[config.mk]
export PLATFORM = sky130hd
export DESIGN_NAME = wb_write_arbiter
export DESIGN_NICKNAME = d
export VERILOG_FILES = /design/src/rtl/wb_write_arbiter_pkg.sv /design/src/rtl/wb_fifo.sv /design/src/rtl/wb_write_arbiter.sv
export SDC_FILE = /design/constraint.sdc
export NUM_CORES = 1
export LEC_CHECK = 0
export ABC_CLOCK_PERIOD_IN_PS = 2930
export CAP_MARGIN = 20
export CORE_MARGIN = 3
export CORE_UTILIZATION = 44
export CTS_BUF_LIST = sky130_fd_sc_hd__clkbuf_8 sky130_fd_sc_hd__clkbuf_16
export DETAILED_ROUTE_END_ITERATION = 16
export GPL_TIMING_DRIVEN = 0
export HOLD_SLACK_MARGIN = 0.08
export PLACE_DENSITY = 0.73
export SETUP_SLACK_MARGIN = 0.5
export SLEW_MARGIN = 10
export SYNTH_ARGS = -nofsm -noshare
export SYNTH_HDL_FRONTEND = slang
export SYNTH_SLANG_ARGS = --single-unit
[constraint.sdc]
create_clock -name clk -period 2.93 [get_ports clk]
set_clock_uncertainty 0.2 [all_clocks]
set_input_delay 0.586 -clock clk [delete_from_list [all_inputs] [get_ports clk]]
set_output_delay 0.586 -clock clk [all_outputs]
set_load 0.01 [all_outputs]
[src/rtl/wb_write_arbiter_pkg.sv]
// Shared types and widths for the register-file writeback arbiter.
// Both the long-latency FIFO and the output stage carry wb_req_t payloads.
package wb_write_arbiter_pkg;

    localparam int unsigned REG_W  = 5;
    localparam int unsigned DATA_W = 32;

    localparam logic [REG_W-1:0] REG_ZERO = 5'd0;

    typedef struct packed {
        logic [REG_W-1:0]  wa;
        logic [DATA_W-1:0] wd;
    } wb_req_t;

    // Writes to r0 are architecturally discarded.
    function automatic logic is_live_wa(input logic [REG_W-1:0] wa);
        return wa != REG_ZERO;
    endfunction

endpackage

[src/rtl/wb_fifo.sv]
// DEPTH-entry synchronous FIFO for long-latency write requests.
// Exposes every slot's destination and a valid mask for the hazard compare.
module wb_fifo
    import wb_write_arbiter_pkg::*;
#(
    parameter int unsigned DEPTH = 2
) (
    input  logic                          clk,
    input  logic                          rst,
    input  logic                          push,
    input  wb_req_t                       push_req,
    input  logic                          pop,
    output wb_req_t                       head,
    output logic [$clog2(DEPTH):0]        count,
    output logic [DEPTH*REG_W-1:0]        entry_wa,
    output logic [DEPTH-1:0]              entry_vld
);

    localparam int unsigned PTR_W = $clog2(DEPTH);
    localparam int unsigned CNT_W = PTR_W + 1;

    wb_req_t          mem_q [DEPTH];
    wb_req_t          mem_d [DEPTH];
    logic [PTR_W-1:0] rd_ptr_q, rd_ptr_d;
    logic [PTR_W-1:0] wr_ptr_q, wr_ptr_d;
    logic [CNT_W-1:0] count_q,  count_d;
    logic             push_ok;
    logic             pop_ok;

    // Guard against misuse so the pointers can never desynchronise from count.
    assign push_ok = push && (count_q != CNT_W'(DEPTH));
    assign pop_ok  = pop  && (count_q != CNT_W'(0));

    always_comb begin
        mem_d    = mem_q;
        rd_ptr_d = rd_ptr_q;
        wr_ptr_d = wr_ptr_q;
        count_d  = count_q + CNT_W'(push_ok) - CNT_W'(pop_ok);
        if (push_ok) begin
            mem_d[wr_ptr_q] = push_req;
            wr_ptr_d        = wr_ptr_q + PTR_W'(1);
        end
        if (pop_ok) begin
            rd_ptr_d = rd_ptr_q + PTR_W'(1);
        end
    end

    always_ff @(posedge clk or posedge rst) begin
        if (rst) begin
            rd_ptr_q <= '0;
            wr_ptr_q <= '0;
            count_q  <= '0;
        end else begin
            rd_ptr_q <= rd_ptr_d;
            wr_ptr_q <= wr_ptr_d;
            count_q  <= count_d;
        end
    end

    // Payload storage is don't-care after reset, so it carries no reset.
    always_ff @(posedge clk) begin
        mem_q <= mem_d;
    end

    assign head  = mem_q[rd_ptr_q];
    assign count = count_q;

    // A slot is live when its distance from the read pointer is below count.
    for (genvar g = 0; g < DEPTH; g++) begin : g_ent
        logic [PTR_W-1:0] offs;
        assign offs                      = PTR_W'(g) - rd_ptr_q;
        assign entry_vld[g]              = CNT_W'(offs) < count_q;
        assign entry_wa[g*REG_W +: REG_W] = mem_q[g].wa;
    end

endmodule

[src/rtl/wb_write_arbiter.sv]
// Sole driver of the register-file write port: pipeline writeback has priority,
// long-latency results are buffered and forced through by a starvation stall.
module wb_write_arbiter
    import wb_write_arbiter_pkg::*;
#(
    parameter int unsigned DEPTH    = 2,
    parameter int unsigned MAX_WAIT = 4
) (
    input  logic        clk,
    input  logic        rst,
    input  logic        pipe_we,
    input  logic [4:0]  pipe_wa,
    input  logic [31:0] pipe_wd,
    input  logic        lu_valid,
    output logic        lu_ready,
    input  logic [4:0]  lu_wa,
    input  logic [31:0] lu_wd,
    output logic        we3,
    output logic [4:0]  wa3,
    output logic [31:0] wd3,
    input  logic [4:0]  ra1,
    input  logic [4:0]  ra2,
    output logic        pend1,
    output logic        pend2,
    output logic        stall_req,
    output logic        err_prio
);

    localparam int unsigned CNT_W  = $clog2(DEPTH) + 1;
    localparam int unsigned WAIT_W = $clog2(MAX_WAIT + 1);

    wb_req_t                lu_req;
    wb_req_t                fifo_head;
    logic [CNT_W-1:0]       fifo_count;
    logic [DEPTH*REG_W-1:0] fifo_wa;
    logic [DEPTH-1:0]       fifo_vld;
    logic                   fifo_empty;
    logic                   push;
    logic                   pop;
    logic                   pipe_req;
    logic [DEPTH-1:0]       hit1;
    logic [DEPTH-1:0]       hit2;

    logic              we3_q,       we3_d;
    logic [REG_W-1:0]  wa3_q,       wa3_d;
    logic [DATA_W-1:0] wd3_q,       wd3_d;
    logic [WAIT_W-1:0] wait_q,      wait_d;
    logic              stall_req_q, stall_req_d;
    logic              err_prio_q,  err_prio_d;

    assign lu_req     = '{wa: lu_wa, wd: lu_wd};
    assign fifo_empty = (fifo_count == CNT_W'(0));
    assign lu_ready   = (fifo_count != CNT_W'(DEPTH));
    assign push       = lu_valid && lu_ready;
    assign pipe_req   = pipe_we && is_live_wa(pipe_wa);
    assign pop        = !pipe_req && !fifo_empty;

    wb_fifo #(
        .DEPTH (DEPTH)
    ) u_fifo (
        .clk       (clk),
        .rst       (rst),
        .push      (push),
        .push_req  (lu_req),
        .pop       (pop),
        .head      (fifo_head),
        .count     (fifo_count),
        .entry_wa  (fifo_wa),
        .entry_vld (fifo_vld)
    );

    // Output register is not checked: it commits on the negedge before decode reads.
    for (genvar g = 0; g < DEPTH; g++) begin : g_pend
        assign hit1[g] = fifo_vld[g] && (fifo_wa[g*REG_W +: REG_W] == ra1);
        assign hit2[g] = fifo_vld[g] && (fifo_wa[g*REG_W +: REG_W] == ra2);
    end

    assign pend1 = is_live_wa(ra1) && (|hit1);
    assign pend2 = is_live_wa(ra2) && (|hit2);

    always_comb begin
        we3_d       = 1'b0;
        wa3_d       = wa3_q;
        wd3_d       = wd3_q;
        wait_d      = wait_q;
        stall_req_d = (wait_q >= WAIT_W'(MAX_WAIT));
        err_prio_d  = err_prio_q || (pipe_we && stall_req_q);

        if (pipe_req) begin
            we3_d = 1'b1;
            wa3_d = pipe_wa;
            wd3_d = pipe_wd;
        end else if (pop) begin
            we3_d = is_live_wa(fifo_head.wa);
            wa3_d = fifo_head.wa;
            wd3_d = fifo_head.wd;
        end

        // Counts cycles the head sat in the FIFO without draining.
        if (fifo_empty || pop) begin
            wait_d = '0;
        end else if (wait_q < WAIT_W'(MAX_WAIT)) begin
            wait_d = wait_q + WAIT_W'(1);
        end
    end

    always_ff @(posedge clk or posedge rst) begin
        if (rst) begin
            we3_q       <= 1'b0;
            wa3_q       <= '0;
            wd3_q       <= '0;
            wait_q      <= '0;
            stall_req_q <= 1'b0;
            err_prio_q  <= 1'b0;
        end else begin
            we3_q       <= we3_d;
            wa3_q       <= wa3_d;
            wd3_q       <= wd3_d;
            wait_q      <= wait_d;
            stall_req_q <= stall_req_d;
            err_prio_q  <= err_prio_d;
        end
    end

    assign we3       = we3_q;
    assign wa3       = wa3_q;
    assign wd3       = wd3_q;
    assign stall_req = stall_req_q;
    assign err_prio  = err_prio_q;

endmodule

# Word level (Yosys, flattened, before mapping)
# Cells that the tools add are included.
# totals
wordCells,75
ff_bits,121
out_inout_bits,43
# classes
bitwise_logic,2
magnitude_cmp,7
muxes,14
reduce_logical,27
add_sub_neg,7
n_eq_ne,5
# ops
operator,count
$mux 37,4
$bwmux 74,1
$mux 32,2
$demux 37 s1,1
$eq 5x5->1,4
$reduce_bool 5->1,4
$logic_and 1x1->1,13
$mux 5,2
$mux 3,2
$reduce_bool 2->1,3
$ge 2x2->1 const B,2
$lt 1x2->1,2
$not 1->2,2
$reduce_or 2->1,2
$add 3x1->3 const B,1
$ge 3x3->1 const B,1
$lt 3x3->1 const B,1
$add 1x1->1 const B,2
$add 2x1->2,1
$logic_not 1->1,2
$logic_not 2->1,1
$logic_or 1x1->1,2
$lt 2x1->1 const B,1
$mux 1,2
3 further kinds,4

# Longest topological paths before layout
# logic_depth
word_depth,7
depth_mapped,9

# Hierarchy
# From an unflattened synthesis, not the netlist that was laid out.
# hier_totals
cells_unflattened,371
area_unflattened_um2,5377.7
# by_module_without_submodules
module,cells_per_inst,seq_area_each_um2,instances,area_per_inst_um2
wb_fifo,147,2322.2,1,2981.6
wb_write_arbiter,224,1076.0,1,2396.0

# Worst setup path before layout
# Ideal clock, no wire load.
# synth_timing
kind,register to register
from,reg u_fifo.count_q[1] (netlist: u_fifo.count[1])
to,"reg u_fifo.mem_q (netlist bit u_fifo.entry_wa[0]), enable pin"
setup_time_ns,0.431
arrival_ns,2.325
required_ns,2.299
path_buffers,1
path_slack_ns,-0.026
path_stages_with_launch,5
cell_sequence,dfrtp_1 > clkbuf_1 > nand2_1 > nand2_1 > nor2_1
# synth_via
elab_chain_cells,3
# synth_rtl
item,line,source
start: declaration,wb_fifo.sv:26,"logic [CNT_W-1:0] count_q, count_d;"
start signal: assignment,wb_fifo.sv:56,count_q <= count_d;
$ne 2x2->1 *,wb_write_arbiter.sv:53,assign lu_ready = (fifo_count != CNT_W'(DEPTH));
named net lu_ready,wb_write_arbiter.sv:15,"output logic lu_ready,"
$logic_and 1x1->1,wb_write_arbiter.sv:54,assign push = lu_valid && lu_ready;
$logic_and 1x1->1 *,wb_fifo.sv:31,assign push_ok = push && (count_q != CNT_W'(DEPTH));
end signal: assignment,wb_fifo.sv:62,mem_q <= mem_d;
end: declaration,wb_fifo.sv:22,wb_req_t mem_q [DEPTH];
# The timed path passes the listed nets; every way through them passes the cells marked *.
# A chain may end at the register's enable or synchronous reset.

# Worst setup path after layout
# layout_timing
from,in ra2[2]
to,out pend2
# layout_via
elab_chain_cells,4
elab_cells_between_ends,7
# layout_rtl
item,line,source
start: declaration,wb_write_arbiter.sv:22,"input logic [4:0] ra2,"
$eq 5x5->1,wb_write_arbiter.sv:75,assign hit2[g] = fifo_vld[g] && (fifo_wa[g*REG_W +: REG_W] == ra2);
$logic_and 1x1->1,wb_write_arbiter.sv:75,
$reduce_or 2->1,wb_write_arbiter.sv:79,assign pend2 = is_live_wa(ra2) && (|hit2);
$logic_and 1x1->1 *,wb_write_arbiter.sv:79,
end: declaration,wb_write_arbiter.sv:24,"output logic pend2,"
# Mark *: on every way between the ends. The rest lies on a longest branch, timed or not.

==> results.json <==
{
  "outcome": "finished clean",
  "via_count": 3692,
  "seq_area_frac_synth_pct": 67.7,
  "layout_commonest_cell": "sky130_fd_sc_hd__clkdlybuf4s50_1",
  "cp-end-kind": "output port",
  "worstRegToRegCells": 9,
  "r2r_endpoint": "u_fifo.count[1]",
  "cts-hold-fix-buffers": 0,
  "post-route-period-util_pct": 87.5,
  "fmax_mhz": 390,
  "crit_path_cell_trace": "clkdlybuf4s15_1 > xnor2_1 > o2111ai_1 > or3_1 > a21oi_2 > buf_2",
  "max-cap-violations": 0,
  "critical_path_class": "in2out",
  "layout-drive-gt1-share_pct": 15.5,
  "drt_first_iter_violations": 234,
  "ys_warn_count": 0,
  "cts.htree.levels": 4,
  "row_count": 38,
  "tritoncts": "yes",
  "synth_nets": 490,
  "power.total_w": 0.00728,
  "initial_core_util_pct": 45.7,
  "fin_crit_ps": 2560,
  "nFillCells": 803,
  "grt.total_usage_pct": 20.7,
  "cp_slowest_stage_delay_ps": 330,
  "port_buffer_cells": 130,
  "worst-r2r-setup-slack_ps": 610,
  "insertedDiodeCount": 0,
  "worst_hold_path.endpoint": "err_prio",
  "finalSetupViolations": 0,
  "syn-instance-count": 398,
  "dpl.hpwl_um": 8680,
  "cp.arrival_ps": 1780,
  "crit_slowest_cell": "sky130_fd_sc_hd__or3_1",
  "clk_pin_slew_ps": 60,
  "layout_common_cells": "sky130_fd_sc_hd__clkdlybuf4s50_1, sky130_fd_sc_hd__edfxtp_1, sky130_fd_sc_hd__dfrtp_1",
  "holdCritPathClass": "reg2reg",
  "hold_path_startpoint": "err_prio",
  "clock-root-buffer": "sky130_fd_sc_hd__clkbuf_16",
  "post_synth_instance_area_sq_um": 5020,
  "grt_max_degree": 33,
  "max-clock-path-buffers": 2,
  "drc": 0,
  "yosys.cell_types.count": 31,
  "first_global_vias": 3885,
  "peakVddDrop_v": 0.000586,
  "antenna_violations_before_repair": 0,
  "postSynthAreaPerCell_sq_um": 12.6,
  "floorplan.io_pins": 131,
  "global_route_wire_length_before_repair_um": 20200,
  "final_max_slew_viol_count": 0,
  "core_outline_area_sq_um": 11000,
  "finalWirelength_um": 12900,
  "dieHeight_um": 113,
  "hold_fails_final_rpt": 0,
  "start_kind": "input pin",
  "die_area_sq_um": 12700,
  "ys_ff_latch": 121,
  "pre_cts_slack_ps": -331,
  "worst_hold_slack_ps": 275,
  "worstMarginPinSlew_ps": 642,
  "static-leakage-power_nw": 3.04,
  "grt-ovfl-total": 0,
  "worst_hold_path.num_cells": 1,
  "cp_data_required_time_ps": 2140,
  "place_congestion": 0.781,
  "post_drt_via_cell_ratio": 5.13,
  "die_w_um": 113,
  "antenna_nets_post_route": 0,
  "clk_latency_ps": 400,
  "detailedRoute.firstPassIterationCount": 4,
  "wl_per_cell_um": 17.9,
  "critical_path_peak_fanout": 3,
  "synthToLayoutAreaGrowth_pct": 49.3,
  "crit-reg2reg-launch": "u_fifo.count[1]",
  "p_per_area_nw_per_um2": 972,
  "fin_ws_ps": 367,
  "max_slew_margin_pct": 57.1,
  "grt_setup_unrepaired": "true",
  "tritoncts_num_sinks": 121,
  "finish.net_count": 659,
  "num_cts_buffers": 17
}
[sequential cells by signal, summed over array words and instances (netlist names)]
name,count
wd3,32
err_prio,1
u_fifo.wr_ptr_q,1
we3,1
u_fifo.rd_ptr_q,1
u_fifo.mem_q,64
stall_req,1
wait_q,3
u_fifo.count,2
wa3,5
u_fifo.entry_wa,10
[how the worst max path moves through the flow]
stage	from	end	slack, ps	cells past startpoint
global route	u_fifo.rd_ptr_q	pend2	330	5
finish	ra2[2]	pend2	370	6
global placement	lu_valid	u_fifo.mem_q[37]	-420	3
floorplan	pipe_wa[4]	u_fifo.count[1]	480	9
detailed placement	ra2[3]	pend2	-330	6
CTS	u_fifo.entry_wa[3]	pend2	430	5
[layer usage]
metal / global-route usage (%) / vias to the layer above / wire length, um
met5: 0 / - / 0
met3: 6.63 / 10 / 873
met1: 26.1 / 1804 / 5390
li1: - / 1747 / -
met2: 34.1 / 131 / 6530
met4: 6.49 / 0 / 114
[cell families after synthesis]
family          share of synthesized area (%)
mux                                      7.58
buf+inv                                  2.57
compound gates                           8.78
flops                                    67.7
xor+xnor                                 4.36
fa+ha+maj                               0.998
simple gates                             7.98
[Yosys cell counts, drive strengths merged]
library cell,n,share of area (%)
clkbuf,12,0.95
ha,4,1.0
a21o,2,0.30
o21a,2,0.30
nor4,1,0.12
or2,1,0.12
a31oi,1,0.12
nand4,1,0.12
nor2b,1,0.12
or4,3,0.45
mux2i,38,7.6
nand3,1,0.10
xnor2,17,3.0
and3,1,0.12
nand2,45,3.4
edfxtp,74,44
a21oi,36,3.6
o22ai,1,0.12
dfrtp,47,23
o21ai,40,4.0
or3,2,0.25
xor2,8,1.4
buf,10,1.2
nor2,42,3.2
o2111ai,2,0.35
inv,6,0.45
[power breakdown]
part	leakage, nW	switching (W)	internal, W	total [W]
logic	1.46	0.00127	0.00117	0.00244
clock network	0.321	0.000715	0.00158	0.00230
registers	1.26	0.000222	0.00232	0.00255
[area by class of cell]
type / count / area (sq um) / area share, %
sequential: 121 / 3400 / 45.4
timing repair buffer: 150 / 1500 / 20.0
tap: 140 / 175 / 2.34
clock inverter: 15 / 231 / 3.09
inverter: 6 / 22.5 / 0.301
clock buffer: 17 / 425 / 5.68
multi-input combinational: 249 / 1620 / 21.6
buffer: 22 / 119 / 1.59
[worst max-delay path, delay by kind of cell]
family / cells / cell delay [ps]
AO/OA/AOI/OAI: 2 / 270
XOR/XNOR: 1 / 210
buffers and inverters: 2 / 380
AND/OR/NAND/NOR: 1 / 330
[per-stage QoR]
stage / instance area, sq um / setup TNS (ps) / utilization, % / std cells
3_5_place_dp: 6580 / -503 / 59.9 / 671
3_3_place_gp: 6500 / -24390 / 59.2 / 668
6_report: 7490 / 0 / 68.2 / 720
2_1_floorplan: 5020 / 0 / - / 398
5_1_grt: 7490 / 0 / 68.2 / 720
4_1_cts: 7360 / 0 / 67.0 / 714
[what timing repair did]
| item | 4_1_cts | 5_1_grt |
|---|---|---|
| gates resized for setup | 39 | 20 |
| pin swaps | 15 | 11 |
| setup buffers | 11 | 6 |
| setup endpoints to repair | 5 | 4 |
No activity file was read; power rests on OpenSTA's default activity.
